### src/rtl/stream_merge2_pkg.sv
// Shared definitions for the two-to-one stream merger: source tags, lock states
// and the round-robin pick used by the arbiter.
package stream_merge2_pkg;

  // Source tag encoding; matches the DeMux select input.
  localparam logic SRC_A = 1'b0;
  localparam logic SRC_B = 1'b1;

  typedef enum logic [1:0] {
    UNLOCKED = 2'd0,
    LOCK_A   = 2'd1,
    LOCK_B   = 2'd2
  } lock_state_t;

  // One-hot grant from a request pair; prio breaks the tie when both request.
  function automatic logic [1:0] rr_pick(input logic [1:0] req, input logic prio);
    logic [1:0] g;
    g = 2'b00;
    if (req == 2'b11) begin
      g[prio] = 1'b1;
    end else begin
      g = req;
    end
    return g;
  endfunction

endpackage

### src/rtl/stream_merge2_if.sv
// Handshake bundle of stream_merge2: input channels A and B plus the tagged
// output channel Y. The merger uses the slave view, its environment the master view.
interface stream_merge2_if
  import stream_merge2_pkg::*;
#(
  parameter int WIDTH = 8
);

  logic             a_valid;
  logic             a_ready;
  logic [WIDTH-1:0] a_data;
  logic             a_last;

  logic             b_valid;
  logic             b_ready;
  logic [WIDTH-1:0] b_data;
  logic             b_last;

  logic             y_valid;
  logic             y_ready;
  logic [WIDTH-1:0] y_data;
  logic             y_last;
  logic             y_sel;

  modport slave (
    input  a_valid, a_data, a_last,
    output a_ready,
    input  b_valid, b_data, b_last,
    output b_ready,
    output y_valid, y_data, y_last, y_sel,
    input  y_ready
  );

  modport master (
    output a_valid, a_data, a_last,
    input  a_ready,
    output b_valid, b_data, b_last,
    input  b_ready,
    input  y_valid, y_data, y_last, y_sel,
    output y_ready
  );

endinterface

### src/rtl/stream_merge2_rr_arb2.sv
// Two-way round-robin arbiter holding the priority bit and, when
// STREAM_MERGE2_PACKET_LOCK_EN is defined, the packet lock state.
module rr_arb2
  import stream_merge2_pkg::*;
(
  input  logic       clock,
  input  logic       reset,
  input  logic [1:0] req,
  input  logic       load,
  input  logic [1:0] last,
  output logic [1:0] grant
);

  logic prio_reg;

`ifdef STREAM_MERGE2_PACKET_LOCK_EN
  lock_state_t lock_reg;

  // A locked source keeps exclusive access even while idle.
  always_comb begin
    grant = 2'b00;
    if (load && !reset) begin
      case (lock_reg)
        LOCK_A:  grant[SRC_A] = req[SRC_A];
        LOCK_B:  grant[SRC_B] = req[SRC_B];
        default: grant = rr_pick(req, prio_reg);
      endcase
    end
  end

  always_ff @(posedge clock) begin
    if (reset) begin
      prio_reg <= SRC_A;
      lock_reg <= UNLOCKED;
    end else if (grant[SRC_A]) begin
      if (last[SRC_A]) begin
        lock_reg <= UNLOCKED;
        prio_reg <= SRC_B;
      end else begin
        lock_reg <= LOCK_A;
      end
    end else if (grant[SRC_B]) begin
      if (last[SRC_B]) begin
        lock_reg <= UNLOCKED;
        prio_reg <= SRC_A;
      end else begin
        lock_reg <= LOCK_B;
      end
    end
  end
`else
  logic unused_last;
  assign unused_last = ^last;

  always_comb begin
    grant = 2'b00;
    if (load && !reset) begin
      grant = rr_pick(req, prio_reg);
    end
  end

  always_ff @(posedge clock) begin
    if (reset) begin
      prio_reg <= SRC_A;
    end else if (grant[SRC_A]) begin
      prio_reg <= SRC_B;
    end else if (grant[SRC_B]) begin
      prio_reg <= SRC_A;
    end
  end
`endif

endmodule

### src/rtl/stream_merge2.sv
// Two-to-one stream merger with a registered, source-tagged output stage.
// Define STREAM_MERGE2_PACKET_LOCK_EN to arbitrate per packet instead of per beat.
module stream_merge2
  import stream_merge2_pkg::*;
#(
  parameter int WIDTH = 8
) (
  input logic           clock,
  input logic           reset,
  stream_merge2_if.slave bus
);

  logic [1:0]       req;
  logic [1:0]       last;
  logic [1:0]       grant;
  logic             load;

  logic             y_valid_reg;
  logic [WIDTH-1:0] y_data_reg;
  logic             y_last_reg;
  logic             y_sel_reg;

  assign req[SRC_A]  = bus.a_valid;
  assign req[SRC_B]  = bus.b_valid;
  assign last[SRC_A] = bus.a_last;
  assign last[SRC_B] = bus.b_last;

  // Register is free when empty or drained this cycle; y_ready reaches readys combinationally.
  assign load = !y_valid_reg || bus.y_ready;

  rr_arb2 u_arb (
    .clock (clock),
    .reset (reset),
    .req   (req),
    .load  (load),
    .last  (last),
    .grant (grant)
  );

  assign bus.a_ready = grant[SRC_A];
  assign bus.b_ready = grant[SRC_B];

  always_ff @(posedge clock) begin
    if (reset) begin
      y_valid_reg <= 1'b0;
      y_data_reg  <= '0;
      y_last_reg  <= 1'b0;
      y_sel_reg   <= SRC_A;
    end else if (load) begin
      if (grant[SRC_A]) begin
        y_valid_reg <= 1'b1;
        y_data_reg  <= bus.a_data;
        y_last_reg  <= bus.a_last;
        y_sel_reg   <= SRC_A;
      end else if (grant[SRC_B]) begin
        y_valid_reg <= 1'b1;
        y_data_reg  <= bus.b_data;
        y_last_reg  <= bus.b_last;
        y_sel_reg   <= SRC_B;
      end else begin
        y_valid_reg <= 1'b0;
      end
    end
  end

  assign bus.y_valid = y_valid_reg;
  assign bus.y_data  = y_data_reg;
  assign bus.y_last  = y_last_reg;
  assign bus.y_sel   = y_sel_reg;

endmodule
### src/flat_wrapper.sv
// flat-port wrapper written by rule: the top's interface ports become plain ports
module stream_merge2_flat import stream_merge2_pkg::*;
#(
  parameter int WIDTH = 8
)
  (clock, reset, bus_a_valid, bus_a_data, bus_a_last, bus_a_ready, bus_b_valid, bus_b_data, bus_b_last, bus_b_ready, bus_y_valid, bus_y_data, bus_y_last, bus_y_sel, bus_y_ready);
  stream_merge2_if #(.WIDTH(WIDTH)) bus_i ();
  input logic clock;
  input logic reset;
  input wire logic [$bits(bus_i.a_valid)-1:0] bus_a_valid;
  input wire logic [$bits(bus_i.a_data)-1:0] bus_a_data;
  input wire logic [$bits(bus_i.a_last)-1:0] bus_a_last;
  output wire logic [$bits(bus_i.a_ready)-1:0] bus_a_ready;
  input wire logic [$bits(bus_i.b_valid)-1:0] bus_b_valid;
  input wire logic [$bits(bus_i.b_data)-1:0] bus_b_data;
  input wire logic [$bits(bus_i.b_last)-1:0] bus_b_last;
  output wire logic [$bits(bus_i.b_ready)-1:0] bus_b_ready;
  output wire logic [$bits(bus_i.y_valid)-1:0] bus_y_valid;
  output wire logic [$bits(bus_i.y_data)-1:0] bus_y_data;
  output wire logic [$bits(bus_i.y_last)-1:0] bus_y_last;
  output wire logic [$bits(bus_i.y_sel)-1:0] bus_y_sel;
  input wire logic [$bits(bus_i.y_ready)-1:0] bus_y_ready;
  assign bus_i.a_valid = bus_a_valid;
  assign bus_i.a_data = bus_a_data;
  assign bus_i.a_last = bus_a_last;
  assign bus_a_ready = bus_i.a_ready;
  assign bus_i.b_valid = bus_b_valid;
  assign bus_i.b_data = bus_b_data;
  assign bus_i.b_last = bus_b_last;
  assign bus_b_ready = bus_i.b_ready;
  assign bus_y_valid = bus_i.y_valid;
  assign bus_y_data = bus_i.y_data;
  assign bus_y_last = bus_i.y_last;
  assign bus_y_sel = bus_i.y_sel;
  assign bus_i.y_ready = bus_y_ready;
  stream_merge2 #(.WIDTH(WIDTH)) u_core (.clock(clock), .reset(reset), .bus(bus_i));
endmodule
### config.mk
export PLATFORM = sky130hd
export DESIGN_NAME = stream_merge2_flat
export DESIGN_NICKNAME = d
export VERILOG_FILES = /design/src/rtl/stream_merge2_pkg.sv /design/src/rtl/stream_merge2_if.sv /design/src/rtl/stream_merge2_rr_arb2.sv /design/src/rtl/stream_merge2.sv /design/src/flat_wrapper.sv
export SDC_FILE = /design/constraint.sdc
export NUM_CORES = 1
export LEC_CHECK = 0
export CORE_MARGIN = 5
export CORE_UTILIZATION = 41
export DETAILED_ROUTE_END_ITERATION = 7
export MAX_ROUTING_LAYER = met4
export PLACE_DENSITY = 0.83
export RECOVER_POWER = 25
export SLEW_MARGIN = 20
export SYNTH_ARGS = -nofsm -noshare
export SYNTH_HDL_FRONTEND = slang
export SYNTH_SLANG_ARGS = --single-unit
### constraint.sdc
create_clock -name clock -period 4.2 [get_ports clock]
set_clock_uncertainty 0.2 [all_clocks]
set_input_delay 0.84 -clock clock [delete_from_list [all_inputs] [get_ports clock]]
set_output_delay 0.84 -clock clock [all_outputs]
set_load 0.005 [all_outputs]
# --- Yosys cells after proc, flatten, opt, wreduce, memory -nomap -nowiden ---
# Index checks and enable logic that the tools add are counted.
classes:
  add_sub_neg: 0
  multipliers: 0
  n_div: 0
  magnitude_cmp: 2
  n_eq_ne: 1
  shift: 0
  muxes: 14
  n_bitwise: 0
  n_reduce_logical: 7
op_table:
  columns: ["operator", "n"]
  rows:
  - ["2-to-1 mux 8 bit", 2]
  - ["2-to-1 mux 1 bit", 9]
  - ["2-to-1 mux 2 bit", 2]
  - ["== test 2 bit, second input constant", 1]
  - ["logical AND 1 bit", 2]
  - ["logical NOT 1 bit", 2]
  - ["< comparator 1 x 2 -> 1 bit, second input constant", 1]
  - ["AND reduction 2 bit", 1]
  - ["nonzero test 2 bit", 1]
  - ["demux 1 bit (select 1 bit)", 1]
  - ["greater-or-equal comparator 1 bit, second input constant", 1]
  - ["logical OR 1 bit", 1]
totals:
  ff_bits: 12
  latchBits: 0
  ramBits: 0
  rom_bits: 0
  output_inout_bits: 13
  word_cells: 29
  n_memories: 0

# --- Logic depth before layout (Yosys ltp) ---
logic_depth:
  word_depth: 8
  mapped_depth: 4
  mapped_depth_nobuf: 3

# --- Hierarchy ---
# Synthesis repeated with hierarchy kept, for this count alone.
hier_totals:
  hier_cells: 58
  area_unflattened_um2: 609.3
modules_own_cells:
  columns: ["module", "instances", "cells_per_inst", "area_each_um2"]
  rows:
  - ["stream_merge2", 1, 50, 546.8]
  - ["rr_arb2", 1, 8, 62.6]

# --- Worst setup path before layout ---
# No wires, ideal clock.
synth_timing:
  path_type: "input to output"
  start: "input port bus_y_ready"
  end: "output port bus_a_ready"
  arrival_ns: 1.320
  t_required_ns: 3.160
  slack_ns: 1.840
  stages: 4
  path_buffers: 1
  cell_sequence: "nand2b_1 > buf_2 > nand3_1 > inv_1"
synth_between:
  elab_chain_len: 3
synth_lines:
  columns: ["item", "line", "source"]
  rows:
  - ["from (decl)", "flat_wrapper.sv:22", "input wire logic [$bits(bus_i.y_ready)-1:0] bus_y_ready;"]
  - ["logical OR 1 bit", "stream_merge2.sv:29", "assign load = !y_valid_reg || bus.y_ready;"]
  - ["logical AND 1 bit", "stream_merge2_rr_arb2.sv:57", "if (load && !reset) begin"]
  - ["2-to-1 mux 2 bit", "stream_merge2_rr_arb2.sv:57", null]
  - ["to (decl)", "flat_wrapper.sv:13", "output wire logic [$bits(bus_i.a_ready)-1:0] bus_a_ready;"]
# No other way between the ends.

# --- Worst setup path in the final report ---
layout_timing:
  start: "input port bus_y_ready"
  end: "output port bus_b_ready"
layout_between:
  elab_chain_len: 3
layout_lines:
  columns: ["item", "line", "source"]
  rows:
  - ["logical OR 1 bit", "stream_merge2.sv:29", null]
  - ["logical AND 1 bit", "stream_merge2_rr_arb2.sv:57", null]
  - ["2-to-1 mux 2 bit", "stream_merge2_rr_arb2.sv:57", null]
  - ["to (decl)", "flat_wrapper.sv:17", "output wire logic [$bits(bus_i.b_ready)-1:0] bus_b_ready;"]
# No other way between the ends.

==> metrics.txt <==
status=completed; Routed WL=2.17 mm; Worst-path clk slew=0.08 ns; Slew Limit Fails=0; Wirelength per Cell=18.1 um; Global Route Usage Sum=0.186; Hold Path Class=flop to flop; flip-flop count of the largest register after layout=8; CP Max Fanout=7; proportion of layout cells with a drive suffix above 1=0.0962; hold buffers post-CTS=0; post-synthesis mux area share=0; Top FF cell, synth=dfxtp_1; Clk Latency, worst-skew pair=0.27 ns; CP Class=input port to output pin; fin crit share=0.840; multi-input logic area=374 sq um; core area=1540 sq um; Seq cells post-synth=12; Slew Limit Headroom=0.521; final hold vios=0; HPWL Detailed=1.61 mm; Synth cell types=22; async set-reset flop share out of synthesis=0; Final nets=129; first-pass GRT wire length=3.62 mm; pin count of the biggest net entering global routing=20; post-synthesis xor/xnor area fraction=0; TritonCTS clock tree=built; Inst Count DP=117; simple-gate share of the synthesized area=0.142; Syn Inst Count=73; Required @ worst endpoint=3.16 ns; ant diodes=0; Clock Sinks=12; Post-synth EDFFs=0; setup ws final=0.672 ns; Max VDD drop=0.000155 V; Port Buf Inserts=35; Longest Clk Path Bufs=2; dpl ws=0.742 ns; fillers=125; sequential-to-total area share from yosys stat=0.354; Mapped Area=678 sq um; synth warn=0; Sw Share=0.281; initial core utilization=0.440; CP Launch Type=input port; Gate power share=0.305; postcts setup bufs=0; Power Total=0.000287 W; slew of the pin with the lowest slew margin=0.717 ns; Area Growth Syn to Fin=53.5%; maximum capacitance violations=0; H-tree Lvls=1; PD cells=276 nW/um^2; Synth Area in Compound Gates=0.410; Arrival @ worst endpoint=2.49 ns; fin util=0.675; post-synth net total=96; first-iteration detailed-routing DRC count=26; P_leak=0.373 nW; Residual DRC=0; DIE WIDTH=50.7 um; final cell count without fillers=120; min Tclk post-route=3.53 ns; clock share of power=0.248; total grt overflow=0; setup TNS=0 ns; RSZ-0062 raised after global routing=false; first drt pass iteration count=4; Ports=36; NetSw=0.0000808 W; DIE AREA=2570 sq um; DR vias=768; Reg area=240 sq um; cts bufs inserted=3; Synth Area per Inst=9.29 sq um; Sequential Power Share=0.447; Critical Path End Type=output pin; Fmax=283 MHz; post_cts resized=0; Die Y=50.7 um; DR vias/cell=6.40; clk root buf=clkbuf_4; adder-cell area share of the yosys netlist=0; post-route ant nets=0; largest family of logic cells by synthesized area=compound AO/OA/AOI/OAI gates; initial antenna violation count=0; endpoints failing setup=0; P_int=0.000207 W; row count=14; vias in the first global route=770; routability cong.=0.864
[critical path, stage by stage]
cell             delay [ns]
dlygate4sd3_1          0.55
nand2b_1               0.28
o2111a_1               0.30
clkdlybuf4s50_1        0.52
[worst paths after layout]
kind | from | depth (start not counted) | endpoint | slack [ns]
hold / removal | u_core.bus.y_sel | 1 | u_core.bus.y_sel | 0.29
setup / recovery | bus_y_ready | 4 | bus_b_ready | 0.67
hold reg to reg | u_core.bus.y_sel | 1 | u_core.bus.y_sel | 0.29
setup reg to reg | u_core.bus.y_valid | 3 | u_core.bus.y_data[2] | 2.49
[cells by family (layout without fill, tap and decap cells)]
| family | Yosys count | count (layout) |
|---|---|---|
| buffers and inverters | 13 | 44 |
| AND/OR/NAND/NOR | 15 | 15 |
| flip-flops | 12 | 12 |
| AO/OA/AOI/OAI | 33 | 33 |
[layout by cell type, fill, tap and decap left out]
master and instances:
nor3_1 1, dlygate4sd3_1 4, a311oi_2 2, inv_1 3, a31oi_1 10, nor2b_1 1, dfxtp_1 12, clkdlybuf4s50_1 31
a31o_1 1, and3_4 1, buf_4 3, nand4_1 9, nand3_1 1, nand2b_1 1, a311oi_1 7, a21boi_4 1
o2111a_1 1, clkbuf_4 3, or2_1 1, o31ai_1 9, o21a_1 1, a21bo_1 1
[per-stage QoR]
stage	hold slack (ns)	cell area (sq um)
after floorplan	0.273	678
after global routing	0.342	1040
after CTS	0.296	1040
after global placement	0.255	1020
after detailed placement	0.277	1020
final	0.291	1040
[cell type report]
type                       instances  area share
multi-input combinational         48       0.359
timing repair buffer              38       0.358
inverter                           3      0.0108
sequential                        12       0.231
clock buffer                       3      0.0216
tap                               16      0.0192
[power groups by stage]
stage | Clock [W] | Combinational [W] | Sequential [W]
2_1_floorplan | 0 | 0.0000405 | 0.000132
3_3_place_gp | 0 | 0.0000864 | 0.000131
3_5_place_dp | 0 | 0.0000887 | 0.000131
4_1_cts | 0.0000744 | 0.0000890 | 0.000129
5_1_grt | 0.0000802 | 0.0000951 | 0.000130
6_report | 0.0000711 | 0.0000877 | 0.000129
[layer usage]
metal | part of all wire | GRT usage | vias up
li1 | - | - | 369
met1 | 0.45 | 0.224 | 357
met2 | 0.47 | 0.306 | 38
met3 | 0.074 | 0.0355 | 4
met4 | 0.012 | 0.0638 | 0
met5 | 0 | - | -
[synthesized netlist by cell type (all sizes together) (2+ instances only)]
cell type / n / area (sq um)
a311oi: 9 / 91.3
a31oi: 10 / 62.6
buf: 8 / 45.0
clkbuf: 2 / 7.51
dfxtp: 12 / 240
inv: 3 / 11.3
nand4: 9 / 56.3
o31ai: 9 / 67.6
No activity file was read; power rests on OpenSTA's default activity.
